<file path="src/rtl/am_pkg.sv">
// Shared types and constants for the entropy core: FSM state encoding,
// LFSR feedback taps (x^16+x^14+x^13+x^11+1) and the default LFSR seed.
package am_pkg;

  typedef enum logic [1:0] {
    AM_IDLE  = 2'd0,
    AM_FILL  = 2'd1,
    AM_FAULT = 2'd2
  } am_state_e;

  // Bits 15,13,12,10 of the state feed the XOR that enters at bit 0.
  localparam logic [15:0] AM_LFSR_TAPS    = 16'hB400;
  localparam logic [15:0] AM_DEFAULT_SEED = 16'hACE1;

  function automatic logic [15:0] am_lfsr_next(input logic [15:0] s);
    return {s[14:0], ^(s & AM_LFSR_TAPS)};
  endfunction

endpackage

</file>
<file path="src/rtl/am_vn_debias.sv">
// Von Neumann debiaser: pairs raw samples, emits the first sample of a
// 10/01 pair on the second sample's cycle, discards 00/11 pairs.
module am_vn_debias (
  input  logic clk,
  input  logic rst,
  input  logic clear,
  input  logic raw_valid,
  input  logic raw_bit,
  output logic bit_valid,
  output logic bit_o
);

  logic phase_q;  // 0: expecting first sample, 1: expecting second
  logic first_q;

  always_ff @(posedge clk or posedge rst) begin
    if (rst) begin
      phase_q <= 1'b0;
      first_q <= 1'b0;
    end else if (clear) begin
      phase_q <= 1'b0;
    end else if (raw_valid) begin
      phase_q <= ~phase_q;
      if (!phase_q) first_q <= raw_bit;
    end
  end

  assign bit_valid = raw_valid && phase_q && (first_q != raw_bit);
  assign bit_o     = first_q;

endmodule

</file>
<file path="src/rtl/am_entropy_core.sv">
// Entropy core: debiases raw noise into DATA_W-bit words whitened by a free
// running LFSR. Define AM_ENTROPY_HEALTH_EN to add the repetition-count test.
module am_entropy_core
  import am_pkg::*;
#(
  parameter int          DATA_W     = 8,
  parameter int          RCT_CUTOFF = 32,
  parameter logic [15:0] LFSR_SEED  = AM_DEFAULT_SEED
) (
  input  logic              clk,
  input  logic              rst,
  input  logic              en,
  input  logic              raw_valid,
  input  logic              raw_bit,
  input  logic              ent_ready,
  output logic [DATA_W-1:0] ent_o,
  output logic              ent_valid,
  output logic              fault,
  input  logic              fault_clr,
  output am_state_e         state_o
);

  if (DATA_W < 1 || DATA_W > 16 || RCT_CUTOFF < 2 || RCT_CUTOFF > 255) begin : g_bad_param
    $error("am_entropy_core: parameter out of range");
  end

  localparam logic [15:0] SEED     = (LFSR_SEED == 16'h0000) ? 16'h0001 : LFSR_SEED;
  localparam int          CW       = $clog2(DATA_W + 1);
  localparam logic [CW-1:0] CNT_FULL = CW'(DATA_W);

  // Output handshake: ent_o is offered while ent_valid=1 and is consumed on
  // any edge where ent_ready=1; a word may load on the same edge it is consumed.
  am_state_e         state_q, state_d;
  logic [15:0]       lfsr_q;
  logic [DATA_W-1:0] acc_q, acc_d;
  logic [CW-1:0]     cnt_q, cnt_d;
  logic [DATA_W-1:0] ent_o_q, ent_o_d;
  logic              ent_valid_q, ent_valid_d;
  logic              sample_ok, clear, trip, take, load;
  logic              bit_valid, bit_o;

  assign sample_ok = (state_q == AM_FILL) && en && raw_valid;
  assign clear     = (state_d != AM_FILL);

  am_vn_debias u_debias (
    .clk       (clk),
    .rst       (rst),
    .clear     (clear),
    .raw_valid (sample_ok),
    .raw_bit   (raw_bit),
    .bit_valid (bit_valid),
    .bit_o     (bit_o)
  );

`ifdef AM_ENTROPY_HEALTH_EN
  logic       last_q, last_d;
  logic [7:0] rct_q, rct_d, rct_inc;

  assign rct_inc = (rct_q != 8'd0 && raw_bit == last_q) ? rct_q + 8'd1 : 8'd1;
  assign trip    = sample_ok && (rct_inc == 8'(RCT_CUTOFF));

  always_comb begin
    rct_d  = rct_q;
    last_d = last_q;
    if (clear) begin
      rct_d = 8'd0;
    end else if (sample_ok) begin
      rct_d  = rct_inc;
      last_d = raw_bit;
    end
  end

  always_ff @(posedge clk or posedge rst) begin
    if (rst) begin
      rct_q  <= 8'd0;
      last_q <= 1'b0;
    end else begin
      rct_q  <= rct_d;
      last_q <= last_d;
    end
  end

  assign fault = (state_q == AM_FAULT);
`else
  assign trip  = 1'b0;
  assign fault = 1'b0;
`endif

  always_comb begin
    state_d = state_q;
    if (trip) begin
      state_d = AM_FAULT;
    end else begin
      case (state_q)
        AM_IDLE:  if (en)        state_d = AM_FILL;
        AM_FILL:  if (!en)       state_d = AM_IDLE;
        AM_FAULT: if (fault_clr) state_d = AM_IDLE;
        default:                 state_d = AM_IDLE;
      endcase
    end
  end

  // A full accumulator stalls (dropping new bits) until the output slot frees.
  assign take = bit_valid && !clear && (cnt_q != CNT_FULL);
  assign load = (cnt_q == CNT_FULL) && (!ent_valid_q || ent_ready) && (state_d != AM_FAULT);

  always_comb begin
    acc_d       = acc_q;
    cnt_d       = cnt_q;
    ent_o_d     = ent_o_q;
    ent_valid_d = ent_valid_q;
    if (take) begin
      acc_d = DATA_W'({acc_q, bit_o});
      cnt_d = cnt_q + 1'b1;
    end
    if (clear || load) cnt_d = '0;
    if (state_d == AM_FAULT) begin
      ent_valid_d = 1'b0;
    end else if (load) begin
      ent_o_d     = acc_q ^ lfsr_q[DATA_W-1:0];
      ent_valid_d = 1'b1;
    end else if (ent_ready) begin
      ent_valid_d = 1'b0;
    end
  end

  always_ff @(posedge clk or posedge rst) begin
    if (rst) begin
      state_q     <= AM_IDLE;
      lfsr_q      <= SEED;
      acc_q       <= '0;
      cnt_q       <= '0;
      ent_o_q     <= '0;
      ent_valid_q <= 1'b0;
    end else begin
      state_q     <= state_d;
      lfsr_q      <= am_lfsr_next(lfsr_q);
      acc_q       <= acc_d;
      cnt_q       <= cnt_d;
      ent_o_q     <= ent_o_d;
      ent_valid_q <= ent_valid_d;
    end
  end

  assign ent_o     = ent_o_q;
  assign ent_valid = ent_valid_q;
  assign state_o   = state_q;

endmodule

</file>
<file path="config.mk">
export PLATFORM = sky130hd
export DESIGN_NAME = am_entropy_core
export DESIGN_NICKNAME = d
export VERILOG_FILES = /design/src/rtl/am_pkg.sv /design/src/rtl/am_vn_debias.sv /design/src/rtl/am_entropy_core.sv
export SDC_FILE = /design/constraint.sdc
export NUM_CORES = 1
export LEC_CHECK = 0
export ABC_AREA = 1
export CAP_MARGIN = 5
export CELL_PAD_IN_SITES_DETAIL_PLACEMENT = 0
export CELL_PAD_IN_SITES_GLOBAL_PLACEMENT = 2
export CORE_MARGIN = 2
export CORE_UTILIZATION = 35
export DETAILED_ROUTE_END_ITERATION = 8
export PLACE_DENSITY = 0.86
export RECOVER_POWER = 50
export SETUP_SLACK_MARGIN = 0.02
export SYNTH_ARGS = -nofsm -noshare
export SYNTH_HDL_FRONTEND = slang
export SYNTH_HIERARCHICAL = 1
export SYNTH_SLANG_ARGS = --single-unit
</file>
<file path="constraint.sdc">
create_clock -name clk -period 1.9 [get_ports clk]
set_clock_uncertainty 0.05 [all_clocks]
set_input_delay 0.19 -clock clk [delete_from_list [all_inputs] [get_ports clk]]
set_output_delay 0.19 -clock clk [all_outputs]
set_load 0.005 [all_outputs]
</file>
# After elaboration in Yosys (flattened, before gate mapping)
# Index checks and enable logic that the tools add are counted.
dict set report totals {
  ff_bits 41
  inputBits 7
  output_inout_bits 12
  wordCells 51
}
dict set report op_classes {
  add_sub_neg 1
  eq_ne 8
  muxes 11
  n_bitwise 4
  reduce_logical 19
}
# op n
set ops {}
lappend ops {{$reduce_xor A16 Y1} 1}
lappend ops {{$logic_and A1 B1 Y1} 8}
lappend ops {{$mux W4} 2}
lappend ops {{$xor A8 B8 Y8} 1}
lappend ops {{$mux W2} 3}
lappend ops {{$pmux W2 S3} 1}
lappend ops {{$mux W1} 5}
lappend ops {{$add A4 B1 Y4 const B} 1}
lappend ops {{$eq A2 B2 Y1 const B} 2}
lappend ops {{$eq A4 B4 Y1 const B} 1}
lappend ops {{$ne A4 B4 Y1 const B} 1}
lappend ops {{$reduce_bool A2 Y1} 2}
lappend ops {{$not A1 Y1} 3}
lappend ops {{$reduce_and A3 Y1} 1}
lappend ops {{$reduce_bool A3 Y1} 1}
lappend ops {{$eq A2 B1 Y1 const B} 1}
lappend ops {{$logic_not A1 Y1} 2}
lappend ops {{$logic_not A2 Y1} 1}
lappend ops {{$logic_or A1 B1 Y1} 2}
lappend ops {{$ne A2 B1 Y1 const B} 1}
lappend ops {{$ne A2 B2 Y1 const B} 1}
lappend ops {{$reduce_and A2 Y1} 1}
lappend ops {{$ne A1 B1 Y1} 1}

# Longest topological paths before layout
# Gate-level depths: netlist of the first run.
dict set report depth {
  depth_word 9
  depth_mapped 10
  mapped_depth_nobuf 10
}

# Modules after synthesis
# The synthesis of the first run kept the hierarchy.
# module instances cells_each area_per_inst_um2 seq_area_each_um2
set modules_own_cells {}
lappend modules_own_cells {am_entropy_core 1 149 1586.5 985.9}
lappend modules_own_cells {am_vn_debias 1 17 113.9 50.0}

# Least setup slack after synthesis of the first run
# No wires, ideal clock.
dict set report synth_timing {
  path_type {register to register}
  startpoint {register state_q[1] (netlist: state_o[1])}
  endpoint {register cnt_q[2]}
  setup_ns 0.065
  t_arrival_ns 1.393
  required_time_ns 1.785
  slack_ns 0.392
  stages_incl_launch_ff 11
  path_buffers 1
  synth_period_minus_slack_ns 1.508
  cell_sequence {dfrtp_1 clkinv_2 nand2_1 nor2_1 nand3_1 nor2_1 nand3_1 nor2_1 buf_6 nand4_1 nand2_1}
}
dict set report synth_via {
  elab_cells_between_ends 20
  classes_between {4 x eq/ne; 5 x mux; 11 x reduce/logical}
}
# element line_no
set synth_lines {}
lappend synth_lines {{from (decl)} am_entropy_core.sv:33} ;# am_state_e state_q, state_d;
lappend synth_lines {{from (signal assigned)} am_entropy_core.sv:136} ;# state_q <= state_d;
lappend synth_lines {{$eq A2 B2 Y1 (tied with other cells)} am_entropy_core.sv:94} ;# case (state_q)
lappend synth_lines {{$pmux W2 S3 (*)} am_entropy_core.sv:94}
lappend synth_lines {{$ne A2 B1 Y1 (*)} am_entropy_core.sv:43} ;# assign clear = (state_d != AM_FILL);
lappend synth_lines {{named net clear} am_entropy_core.sv:39} ;# logic sample_ok, clear, trip, take, load;
lappend synth_lines {{$logic_not A1 Y1} am_entropy_core.sv:104} ;# assign take = bit_valid && !clear && (cnt_q != CNT_FULL);
lappend synth_lines {{$logic_and A1 B1 Y1 (2 in a row)} am_entropy_core.sv:104}
lappend synth_lines {{$reduce_bool A2 Y1 (no line)} --}
lappend synth_lines {{to (signal assigned)} am_entropy_core.sv:139} ;# cnt_q <= cnt_d;
lappend synth_lines {{to (decl)} am_entropy_core.sv:36} ;# logic [CW-1:0] cnt_q, cnt_d;
# The timed path passes the listed nets; every way through them passes the cells marked *.
# A chain may end at the register's enable or synchronous reset.

# Final worst setup path of the first run
# Same ends and word-level chain as after synthesis.

==> results of run 1 <==
## where the power goes
part / switching [W] / leakage, nW / internal, W
combinational: 0.0000428 / 0.473 / 0.0000308
clock: 0.000303 / 0.0574 / 0.000427
sequential: 0.0000152 / 0.534 / 0.000889
total: 0.000360 / 1.06 / 0.00135
## flip-flops by register name (all words and copies together) (netlist names)
| signal | flops |
|---|---|
| lfsr_q | 16 |
| acc_q | 8 |
| ent_o | 8 |
| cnt_q | 4 |
| state_o | 2 |
| ent_valid | 1 |
| u_debias/bit_o | 1 |
| u_debias/phase_q | 1 |
## per-layer routing
layer	vias up	GRT usage	routed length, microns
met5	-	0	0
met4	0	0.0545	51
met3	5	0.0466	110
met2	24	0.180	1330
met1	518	0.170	1480
li1	559	-	-
## layout by cell type (no fill, tap or decap), types with 3 or more instances in the layout
master	Yosys	routed
nor2_1	12	10
nand2_1	51	51
clkbuf_8	0	6
nor2_2	1	3
dfrtp_1	33	33
buf_4	1	4
clkdlybuf4s50_1	0	16
o21ai_2	8	8
nand2_2	3	3
inv_1	15	15
dfstp_1	0	6
nand3_1	6	6
xor2_1	9	9
## final cells by class
class,count,area share
Clock buffer,6,0.0401
Clock inverter,2,0.0182
Sequential cell,41,0.504
Tap cell,54,0.0328
Multi-Input combinational cell,105,0.276
Timing Repair Buffer,22,0.0998
Inverter,16,0.0298
## worst register-to-register path, cell delays in order (launching register included)
cell and delay, ns:
dfrtp_1 0.40, clkinv_2 0.08, nand2_1 0.08, nor2_2 0.11, nand3_1 0.08, nor2_1 0.10, nand3_1 0.14, nor2_2 0.15
buf_4 0.18, nand4_1 0.09, nand2_1 0.09
## kinds of logic (layout without fill, tap and decap cells)
family	after synthesis	in the layout
flip-flops	41	41
AO/OA/AOI/OAI	13	13
buffers and inverters	20	46
adder cells (fa/ha/maj)	2	2
other	1	1
XOR/XNOR	11	11
AND/OR/NAND/NOR	78	78
## path summary, 6_finish.rpt
path / end / from / cells past startpoint
setup / recovery: cnt_q[2]$_DFFE_PP0P_ / state_o[1]$_DFF_PP0_ / 10
hold / removal: u_debias/bit_o$_DFFE_PP0P_ / rst / 2
setup reg to reg: cnt_q[2]$_DFFE_PP0P_ / state_o[1]$_DFF_PP0_ / 10
hold reg to reg: lfsr_q[10]$_DFF_PP1_ / lfsr_q[9]$_DFF_PP0_ / 0
max in group asynchronous: lfsr_q[14]$_DFF_PP0_ / rst / 3
min in group clk: lfsr_q[10]$_DFF_PP1_ / lfsr_q[9]$_DFF_PP0_ / 0
## metrics by stage
step / util / worst slack (ns) / cell area, sq um
after global placement: 0.412 / 0.139 / 1930
after detailed placement: 0.412 / 0.0373 / 1930
final: 0.438 / 0.288 / 2060
after global routing: 0.438 / 0.0441 / 2060
after CTS: 0.438 / 0.214 / 2050
after floorplan: - / 0.392 / 1700
==> impl_metrics.toml, run 1 <==
[synth]
synth_edf_count = 0
synthAdderAreaFrac = 0.0147
synth-simple-area-share = 0.199
synth.most_common_cell = "nand2_1"
synthTopCellsByCount = "nand2_1, dfrtp_1, inv_1"
synth_seq_cells = 41
synth_cells = 166
netlist.area_leader.share = 0.486
synth-xor-area-share = 0.0567
synthTopCellsByArea = "dfrtp_1, dfstp_2, nand2_1"
seq_area_frac_synth = 0.609
yosys_warnings = 6
synth_ff_type = "dfrtp_1"
synthMuxAreaShare = 0
syn-cell-area_sq_mm = 0.00170
syn_nets = 175
synth_area_per_cell_sq_um = 10.2
synth_compound_area_frac = 0.0574
synth.distinct_cells = 24
synth_top_family_by_area = "simple AND/OR/NAND/NOR gates"
synthArstFlopShare = 1.00
yosys.area.top_type = "dfrtp_1"

[job]
drv_cap = 0

[grt]
grt_usage = 0.125
overflow = 0
antenna_found_initial = 0
grt_pass1_vias = 1072
grt_start_max_net_pins = 40
grt_pass1_wl_microns = 5050

[timing]
whs_ns = 0.154
worst_pin_slew_ns = 0.923
final_hold_viol_count = 0
setup_violations = 0
relSlewSlack = 0.385
timing.fmax_mhz = 620
period_share = 0.849
maxSlewViolCount = 0
rsz0062_at_grt = "false"
fin_tns_setup_ns = 0
finalCriticalPeriod_ns = 1.61

[cts]
postCtsHoldBufs = 0
tritoncts = "yes"
numCtsBuffers = 5
clk_pin_slew_ns = 0.08
cts_buffer_depth = 2
cts.sinks = 41
htreeDepth = 2
cts_resized = 0
clock_insertion_delay_worst_skew_ns = 0.29
cts-root-buf = "clkbuf_8"
cts_setup_buffers = 0

[die]
initial_core_util = 0.362
die_area_sq_mm = 0.00543
fp.dieW_microns = 73.7
ios = 19
row_count = 25
fp.dieH_microns = 73.7
core_region_area_sq_mm = 0.00469

[detailed_routing]
num_vias = 1106
route.detailed.drc = 0
routed_wl_microns = 2970
avgRoutedWirePerCell_microns = 12.1
antenna_left = 0
dr.first_iter.drc_count = 41
viasPerCell = 4.50
firstDrtPassIters = 4

[placement]
port-buffer-count = 17
dp_cells = 238
place.gp.congestion = 0.816
dp_hpwl_microns = 2120

[power_and_ir_drop]
finalPower_w = 0.00171
leakage_nw = 1.06
peakVddDrop_mv = 0.294
p_per_area_mw_per_mm2 = 830

[setup_path]
critPathBufInv = 2
rrSetupSlack_ns = 0.29
cpMaxStageDelayCell = "dfrtp_1"
critPathKind = "reg2reg"
end_kind = "flip-flop"
start_kind = "flip-flop"
crit_family = "simple AND/OR/NAND/NOR gates"
cp.required_ns = 2.08
crit_fanout = 10
arrival_ns = 1.80
path_cells = "clkinv_2 > nand2_1 > nor2_2 > nand3_1 > nor2_1 > nand3_1 > nor2_2 > buf_4 > nand4_1 > nand2_1"
critPathMaxStageDelay_ns = 0.40

[final_layout]
diodes = 0
multi_input_area_sq_um = 567
drive_gt1_frac = 0.167
area_growth_pct = 21.0
fill_cells = 451
fin_cells = 246
final-seq-area_sq_mm = 0.00104
final_nets = 200

[min_path]
hold_path.class = "in2async"

[run_status]
outcome = "finished, final reports clean"
Power figures use the tool's default switching activity.
==> run 2, diff against run 1 <==
- CORE_UTILIZATION: 35 -> 32
- PLACE_DENSITY: 0.86 -> 0.83
- clock period: 1.9 -> 1.46 ns (I/O delays scaled with it)
==> run 2 against run 1 <==
  * Global-route usage fell by 0.78 points
  * Setup slack worse by 0.31 ns
  * Worst hold slack improved by 0.15 ns
  * Clock-buffer cell count is the same
  * Largest power group unchanged
  * Fmax increased by 8.6%
  * Critical path depth is the same
  * Non-clock buffer count up 18
  * Final cell count up 14%
  * Power up 27%
  * Sequential share of layout area decreased by 6.0 points
  * Utilization up 1.9 points
  * The run now ends with setup timing left
==> impl_metrics.toml, run 2 (same netlist as run 1, synthesis figures left out) <==
[power_and_ir_drop]
p_switching_w = 0.000451
peakVddDrop_mv = 0.469
leakage_nw = 1.18
internal_power_w = 0.00172
finalPower_w = 0.00217
p_per_area_mw_per_mm2 = 928
seqPwrFrac = 0.543
power_frac_comb = 0.053
p_sw_frac = 0.208
clock_power_share = 0.404

[timing]
setup_violations = 7
finalCriticalPeriod_ns = 1.48
final_hold_viol_count = 0
worst_slack_ns = -0.0247
timing.fmax_mhz = 674
period_share = 1.02
rsz0062_at_grt = "true"
maxSlewViolCount = 0
whs_ns = 0.308

[die]
die_area_sq_mm = 0.00591
row_count = 26
core_region_area_sq_mm = 0.00511
initial_core_util = 0.333
fp.dieW_microns = 76.9
fp.dieH_microns = 76.9
ios = 19

[cts]
cts.sinks = 41
clock_insertion_delay_worst_skew_ns = 0.28
clk_pin_slew_ns = 0.08
htreeDepth = 2
numCtsBuffers = 5
tritoncts = "yes"
cts_buffer_depth = 2
cts-root-buf = "clkbuf_8"

[final_layout]
diodes = 0
final_cell_mix = "nand2_1, dfrtp_1, clkdlybuf4s50_1"
area_growth_pct = 37.3
largest_reg_flops = 16
regMostFlops = "lfsr_q"
finish.utilization = 0.457
final_area_sq_mm = 0.00233
mostFrequentLayoutCell = "nand2_1"
drive_gt1_frac = 0.294
final_nets = 219

[grt]
grt_pass1_vias = 1212
antenna_found_initial = 0
grt_usage = 0.118
grt_start_max_net_pins = 40
overflow = 0
grt_pass1_wl_microns = 5460

[detailed_routing]
antenna_left = 0
num_vias = 1192
viasPerCell = 4.24
routed_wl_microns = 3160
route.detailed.drc = 0
avgRoutedWirePerCell_microns = 11.2
dr.first_iter.drc_count = 36
firstDrtPassIters = 4

[setup_path]
arrival_ns = 1.66
crit_fanout = 4
end_kind = "flip-flop"
cp.required_ns = 1.64
critPathKind = "reg2reg"
rr_worst_depth = 10
start_kind = "flip-flop"

[placement]
placed_cell_area_sq_mm = 0.00208
dp_hpwl_microns = 2200
place_ws_ns = -0.292
port-buffer-count = 17
place.gp.congestion = 0.791

[min_path]
hold_path.class = "reg2reg"
min_path_cells = 0

[run_status]
violations = "setup timing"
outcome = "finished, violations left"

[job]
drv_cap = 0
## run 2: metal layers
layer / up-vias / track usage / wire [microns]
li1: 595 / - / -
met1: 576 / 0.139 / 1370
met2: 19 / 0.195 / 1670
met3: 2 / 0.0282 / 69
met4: 0 / 0.0673 / 41
met5: - / 0 / 0
## run 2: metrics by stage
step,std cells,setup TNS [ns]
after CTS,278,-0.255
after global placement,268,-2.77
after global routing,281,-1.45
final,281,-0.0954
after floorplan,166,0
after detailed placement,268,-3.01
## run 2: worst max-delay path, cell delays in order (launching register included)
cell and delay, ns:
dfrtp_1 0.40, clkinv_2 0.08, nand2_4 0.05, nor2_4 0.10
nand3_2 0.09, nor2_4 0.10, nand3_4 0.11, nor2_4 0.15
buf_2 0.17, nand2_1 0.05, nand2_1 0.06
## run 2: final timing paths
kind / endpoint / slack [ns] / startpoint
setup / recovery: acc_q[5]$_DFFE_PP0P_ / -0.02 / state_o[1]$_DFF_PP0_
min in group asynchronous: u_debias/phase_q$_DFFE_PP0P_ / 0.66 / rst
max in group asynchronous: lfsr_q[6]$_DFF_PP1_ / 0.24 / rst
hold / removal: lfsr_q[15]$_DFF_PP1_ / 0.31 / lfsr_q[14]$_DFF_PP0_
setup reg to reg: acc_q[5]$_DFFE_PP0P_ / -0.02 / state_o[1]$_DFF_PP0_
hold reg to reg: lfsr_q[15]$_DFF_PP1_ / 0.31 / lfsr_q[14]$_DFF_PP0_
## run 2: final cells by class
cell class              instances  area, sq um
well taps                      70         87.6
inverters                      16         63.8
clock inverters                 2         35.0
flip-flops and latches         41         1040
repair buffers                 40          383
clock buffers                   6         72.6
fillers                       472         2770
multi-input cells             106          657
## run 2: power by group through the flow
stage               Sequential [W]  Clock (W)  Combinational, W
finish                     0.00118   0.000876          0.000114
global route               0.00118   0.000958          0.000131
CTS                        0.00118   0.000913          0.000111
detailed placement         0.00120          0          0.000108
global placement           0.00120          0          0.000105
floorplan                  0.00119          0         0.0000605
## run 2: what timing repair did
item / CTS / global route
buffers inserted: 1 / 2
cloned: 0 / 2
endpoints found under the hold margin: 2 / 0
setup endpoints to repair: 21 / 20
pin swaps: 8 / 17
hold buffers: 1 / 0
resized for setup: 17 / 14
==> edit 1, RTL diff (config.mk and constraints of run 2) <==
Build with the macro `AM_ENTROPY_HEALTH_EN` defined.
--- a/src/rtl/am_entropy_core.sv
+++ b/src/rtl/am_entropy_core.sv
@@ -1,5 +1,7 @@
 // Entropy core: debiases raw noise into DATA_W-bit words whitened by a free
 // running LFSR. Define AM_ENTROPY_HEALTH_EN to add the repetition-count test.
+`define AM_ENTROPY_HEALTH_EN
+
 module am_entropy_core
   import am_pkg::*;
 #(
Formal check against the unedited RTL: same outputs for any inputs over 10 cycles, from zero or initial values and one cycle with rst high; that may be too few to reach the edited logic, so the function may still have changed.
==> edit 1 against run 2 <==
The run still ends with negative setup slack left. Sequential cell count grew 9. Final cell count grew 56%. Via count grew 69%. Area after synthesis grew 44%. Synthesized cell count rose by 68%. Worst setup slack worse by 0.47 ns. Total power up 23%. Sequential share of layout area is 7.5 points lower. Die area increased by 42%. Sequential power grew 20%. Critical path depth rose by 1. Routed wire length grew 87%. Design area rose by 47%. Critical endpoint is now acc_q[7]$_DFFE_PP0P_. Highest routed layer unchanged.
==> edit 1: results (changes against run 2) <==
| Metric | Value |
|---|---|
| WL/cell | 13.5 um (+20%) |
| First-pass GRT wire length | 9980 um (+83%) |
| Layout cells sized above 1 | 33.5% (+4.1 points) |
| Global router's overall resource usage | 15.2% (+3.4 points) |
| Clk slew on worst S/H paths | 0.10 ns (+0.02 ns) |
| Setup violators final | 34 (+27) |
| Top cells by count, synth | 75 x nand2_1, 42 x dfrtp_1, 35 x nand4_1, 25 x nor2_1, 24 x inv_1 |
| Routability cong. | 0.802 (+1.5%) |
| Status | finished with violations |
| Failing checks | negative setup slack |
| Layout fillers | 707 (+50%) |
| Cells after synthesis | 279 (+68%) |
| WL final | 5910 um (+87%) |
| Internal power | 2.01 mW (+17%) |
| Placed Cells | 424 (+58%) |
| # resized after CTS | 21 (+4) |
| Final TNS setup | -14.21 ns (-14.12 ns) |
| CP startpoint | rct_q[1]$_DFFE_PP0P_ |
| Hpwl dp | 3900 um (+77%) |
| PortBufs | 18 (+1) |
| Final worst slack | -0.495 ns (-0.470 ns) |
| Largest net degree at the start of global routing | 49 (+23%) |
| VDD IR-drop max | 0.000543 V (+16%) |
| Number of global-route vias before repair | 1,984 (+64%) |
| Min-delay src | lfsr_q[8]$_DFF_PP0_ |
| Via density | 4.60 (+8.5%) |
| Final layout net count | 350 (+60%) |
| Dpl cell area | 3050 um^2 (+47%) |
| Maximum fanout along the worst path | 8 (+4) |
-- edit 1: kinds of logic (layout without fill, tap and decap cells) --
group	Yosys count	in the layout	share of synthesized area, %
compound gates	3	3	0.611
xor+xnor	15	15	5.35
fa+ha+maj	4	4	2.04
buf+inv	41	102	7.90
flops	50	50	51.4
simple gates	166	166	32.7
-- edit 1: final cells by class --
cell class,instances,area [um^2],share of cell area [%]
inverter,30,115,3.35
tap,99,124,3.60
clock buffer,5,68.8,2.00
clock inverter,3,47.5,1.38
timing repair buffer,64,628,18.3
multi-input combinational,188,1190,34.6
sequential,50,1270,36.8
-- edit 1: worst paths after layout --
check | to | slack [ns] | cells after the start
setup reg to reg | acc_q[7]$_DFFE_PP0P_ | -0.49 | 11
max in group asynchronous | lfsr_q[11]$_DFF_PP1_ | 0.13 | 4
hold / removal | lfsr_q[9]$_DFF_PP0_ | 0.30 | 0
setup / recovery | acc_q[7]$_DFFE_PP0P_ | -0.49 | 11
hold reg to reg | lfsr_q[9]$_DFF_PP0_ | 0.30 | 0
min in group asynchronous | u_debias/bit_o$_DFFE_PP0P_ | 0.64 | 3
-- edit 1: power by group through the flow --
stage	combinational (mW)	clock, mW	sequential, mW
2_1_floorplan	0.114	0	1.45
3_3_place_gp	0.193	0	1.45
3_5_place_dp	0.194	0	1.45
4_1_cts	0.207	1.06	1.42
5_1_grt	0.247	1.10	1.43
6_report	0.221	1.03	1.42
-- edit 1: routing by layer --
| metal | vias to the layer above | GRT usage (%) | share of wire, % |
|---|---|---|---|
| met4 | 0 | 4.17 | 1.2 |
| met1 | 943 | 21.8 | 48 |
| li1 | 1030 | - | - |
| met3 | 7 | 3.57 | 4.7 |
| met5 | - | 0 | 0 |
| met2 | 40 | 22.9 | 46 |
==> edit 2, RTL diff (flow settings as in run 2) <==
Made on the original files. One comparison of `cnt_q` changes from == to >=.
--- a/src/rtl/am_entropy_core.sv
+++ b/src/rtl/am_entropy_core.sv
@@ -102,7 +102,7 @@
 
   // A full accumulator stalls (dropping new bits) until the output slot frees.
   assign take = bit_valid && !clear && (cnt_q != CNT_FULL);
-  assign load = (cnt_q == CNT_FULL) && (!ent_valid_q || ent_ready) && (state_d != AM_FAULT);
+  assign load = (cnt_q >= CNT_FULL) && (!ent_valid_q || ent_ready) && (state_d != AM_FAULT);
 
   always_comb begin
     acc_d       = acc_q;
Function: no difference found for any inputs over 10 cycles, from zero or initial values and one cycle with rst high; that may be too few to reach the edited logic, so the function may still have changed.
==> edit 2 against run 2 <==
The flow still finishes with violations (negative setup slack). Design area is 0.70% lower. Largest power group unchanged. Highest routed layer unchanged. Critical path depth increased by 1. Hold slack improved by 0.0069 ns. Synthesized cell count fell by 6.6%. Critical endpoint is now cnt_q[1]$_DFFE_PP0P_. Sequential cell count is the same. Worst setup slack worse by 0.0056 ns. Routed wire length increased by 1.0%. Total power is 7.9% higher. Utilization shrank 0.61 points. Area after synthesis rose by 1.3%.
==> edit 2: results (changes against run 2) <==
| Metric | Value |
|---|---|
| Top cells by count, synth | 33 x dfrtp_1, 25 x nand2_1, 18 x inv_1, 16 x nor2_1, 12 x o21ai_2 |
| Final TNS setup | -0.188 ns (-0.0923 ns) |
| H-tree levels | 2 (unchanged) |
| Slowest stage cell, crit path | dfrtp_1 |
| Register area share after synthesis | 60.1% (-0.80 points) |
| VDD IR-drop max | 0.000550 V (+17%) |
| Leak Pwr | 1.04 nW (-12%) |
| Final layout net count | 202 (-7.8%) |
| Starting DRT DRC Count | 25 (-31%) |
| Setup violators final | 11 (+4) |
| Num CTS Buffers | 5 (unchanged) |
| Met1 GRT Util | 14.1% (+0.12 points) |
| Initial antenna violation count | 0 (unchanged) |
| Global router's overall resource usage | 12.3% (+0.51 points) |
| WL/cell | 12.1 um (+7.6%) |
| FFs w/ async S/R, synth | 100% (unchanged) |
| M2 GR Usage | 20.9% (+1.4 points) |
| Failing checks | negative setup slack |
| First-pass GRT wire length | 5750 um (+5.3%) |
| Yosys cell types | 25 (+4.2%) |
| Hpwl dp | 2100 um (-4.5%) |
| PortBufs | 17 (unchanged) |
| Met3 WL | 147 um (+110%) |
| Largest Register | lfsr_q |
| Clk slew on worst S/H paths | 0.08 ns (about the same) |
| Routed vias | 1,141 (-4.3%) |
| Critical Path AT | 1.62 ns (-0.04 ns) |
| Final worst slack | -0.0303 ns (-0.00564 ns) |
| Top layer in use | met4 |
| N_diodes | 0 (unchanged) |
| Synth area leaders | dfrtp_1 48%, dfstp_2 12%, o21ai_2 6.1% |
| Status | finished with violations |
| Number of global-route vias before repair | 1,258 (+3.8%) |
| CTS root buf | clkbuf_8 |
| CP max stage delay | a little under 0.4 ns |
| Largest register FFs | 16 (unchanged) |
| Longest Clk Path Bufs | 2 (unchanged) |
| Largest net degree at the start of global routing | 40 (unchanged) |
| Most used DFF post-synth | dfrtp_1 |
| Met3 GRT Util | 4.07% (+1.2 points) |
| Maximum fanout along the worst path | 4 (unchanged) |
| Routability cong. | 0.747 (-5.6%) |
| Met2 WL | 1600 um (-4.4%) |
| Layout cells sized above 1 | 34.0% (+4.6 points) |
| Clk Latency, worst-skew pair | ~0.29 ns |
| HP Class | flip-flop to flip-flop |
| Pre-antenna DRT Iters | 4 (unchanged) |
| WL met1 | 1400 um (+1.9%) |
| Syn_nets | 164 (-6.3%) |
-- edit 2: cell types whose count changed after synthesis, sizes merged, moves of 2 or more --
| cell | delta |
|---|---|
| nand3 | +4 |
| a21oi | +5 |
| xnor2 | +8 |
| nor2 | +3 |
| inv | +4 |
| nand2 | -24 |
| o21ai | +2 |
| xor2 | -8 |
-- edit 2: what timing repair did --
item | in CTS | in global routing
endpoints found under the setup margin | 14 | 12
endpoints found under the hold margin | 2 | 0
gates cloned | 2 | 0
gates resized for setup | 13 | 10
pin swaps | 1 | 4
hold buffers | 1 | 0
setup buffers | 3 | 2
-- edit 2: metrics by stage --
stage               total power [mW]  std cells  instance area (um^2)  setup slack (ns)  utilization [%]
detailed placement              1.43        248                  2050            -0.362             39.9
global placement                1.43        248                  2050            -0.275             39.9
finish                          2.34        264                  2320           -0.0303             45.1
CTS                             2.37        262                  2260           -0.0165             44.1
global route                    2.46        264                  2320            -0.117             45.1
floorplan                       1.37        155                  1740           -0.0902                -
-- edit 2: final timing paths --
| path | from | to | slack (ns) | cells after the start |
|---|---|---|---|---|
| hold / removal | lfsr_q[8]$_DFF_PP0_ | lfsr_q[9]$_DFF_PP0_ | 0.31 | 0 |
| setup reg to reg | state_o[1]$_DFF_PP0_ | cnt_q[1]$_DFFE_PP0P_ | -0.03 | 11 |
| max in group asynchronous | rst | lfsr_q[10]$_DFF_PP1_ | 0.22 | 4 |
| setup / recovery | state_o[1]$_DFF_PP0_ | cnt_q[1]$_DFFE_PP0P_ | -0.03 | 11 |
| hold reg to reg | lfsr_q[8]$_DFF_PP0_ | lfsr_q[9]$_DFF_PP0_ | 0.31 | 0 |
| min in group asynchronous | rst | u_debias/bit_o$_DFFE_PP0P_ | 0.67 | 3 |
-- edit 2: kinds of logic (layout without fill, tap and decap cells) --
group	count (synthesis)	in the layout	synth area share, %
compound gates	20	20	9.44
xor+xnor	11	11	5.59
fa+ha+maj	2	2	1.45
buf+inv	22	59	6.39
flops	41	41	60.1
other cells	1	1	0.218
simple gates	58	60	16.8
-- edit 2: worst register-to-register path, stage by stage, from the launching register on --
cell	delay, ns
dfrtp_1	0.39
inv_2	0.08
nand2_4	0.06
nor2_4	0.09
nand3_2	0.10
nor2_4	0.11
inv_2	0.07
nor2_8	0.10
buf_6	0.14
nand2_4	0.07
nand2_2	0.07
a21oi_2	0.06
-- edit 2: area by class of cell --
class                      count  area (um^2)
fill                         511         2820
sequential                    41         1040
multi-input combinational     94          689
timing repair buffer          32          319
tap                           70         87.6
inverter                      19         71.3
clock buffer                   5         68.8
clock inverter                 3         46.3
-- edit 2: report_power, final --
part / switching [mW] / total, mW / internal, mW / leakage, nW
registers: 0.0524 / 1.23 / 1.18 / 0.519
logic: 0.103 / 0.198 / 0.0948 / 0.468
clock network: 0.397 / 0.909 / 0.512 / 0.0543
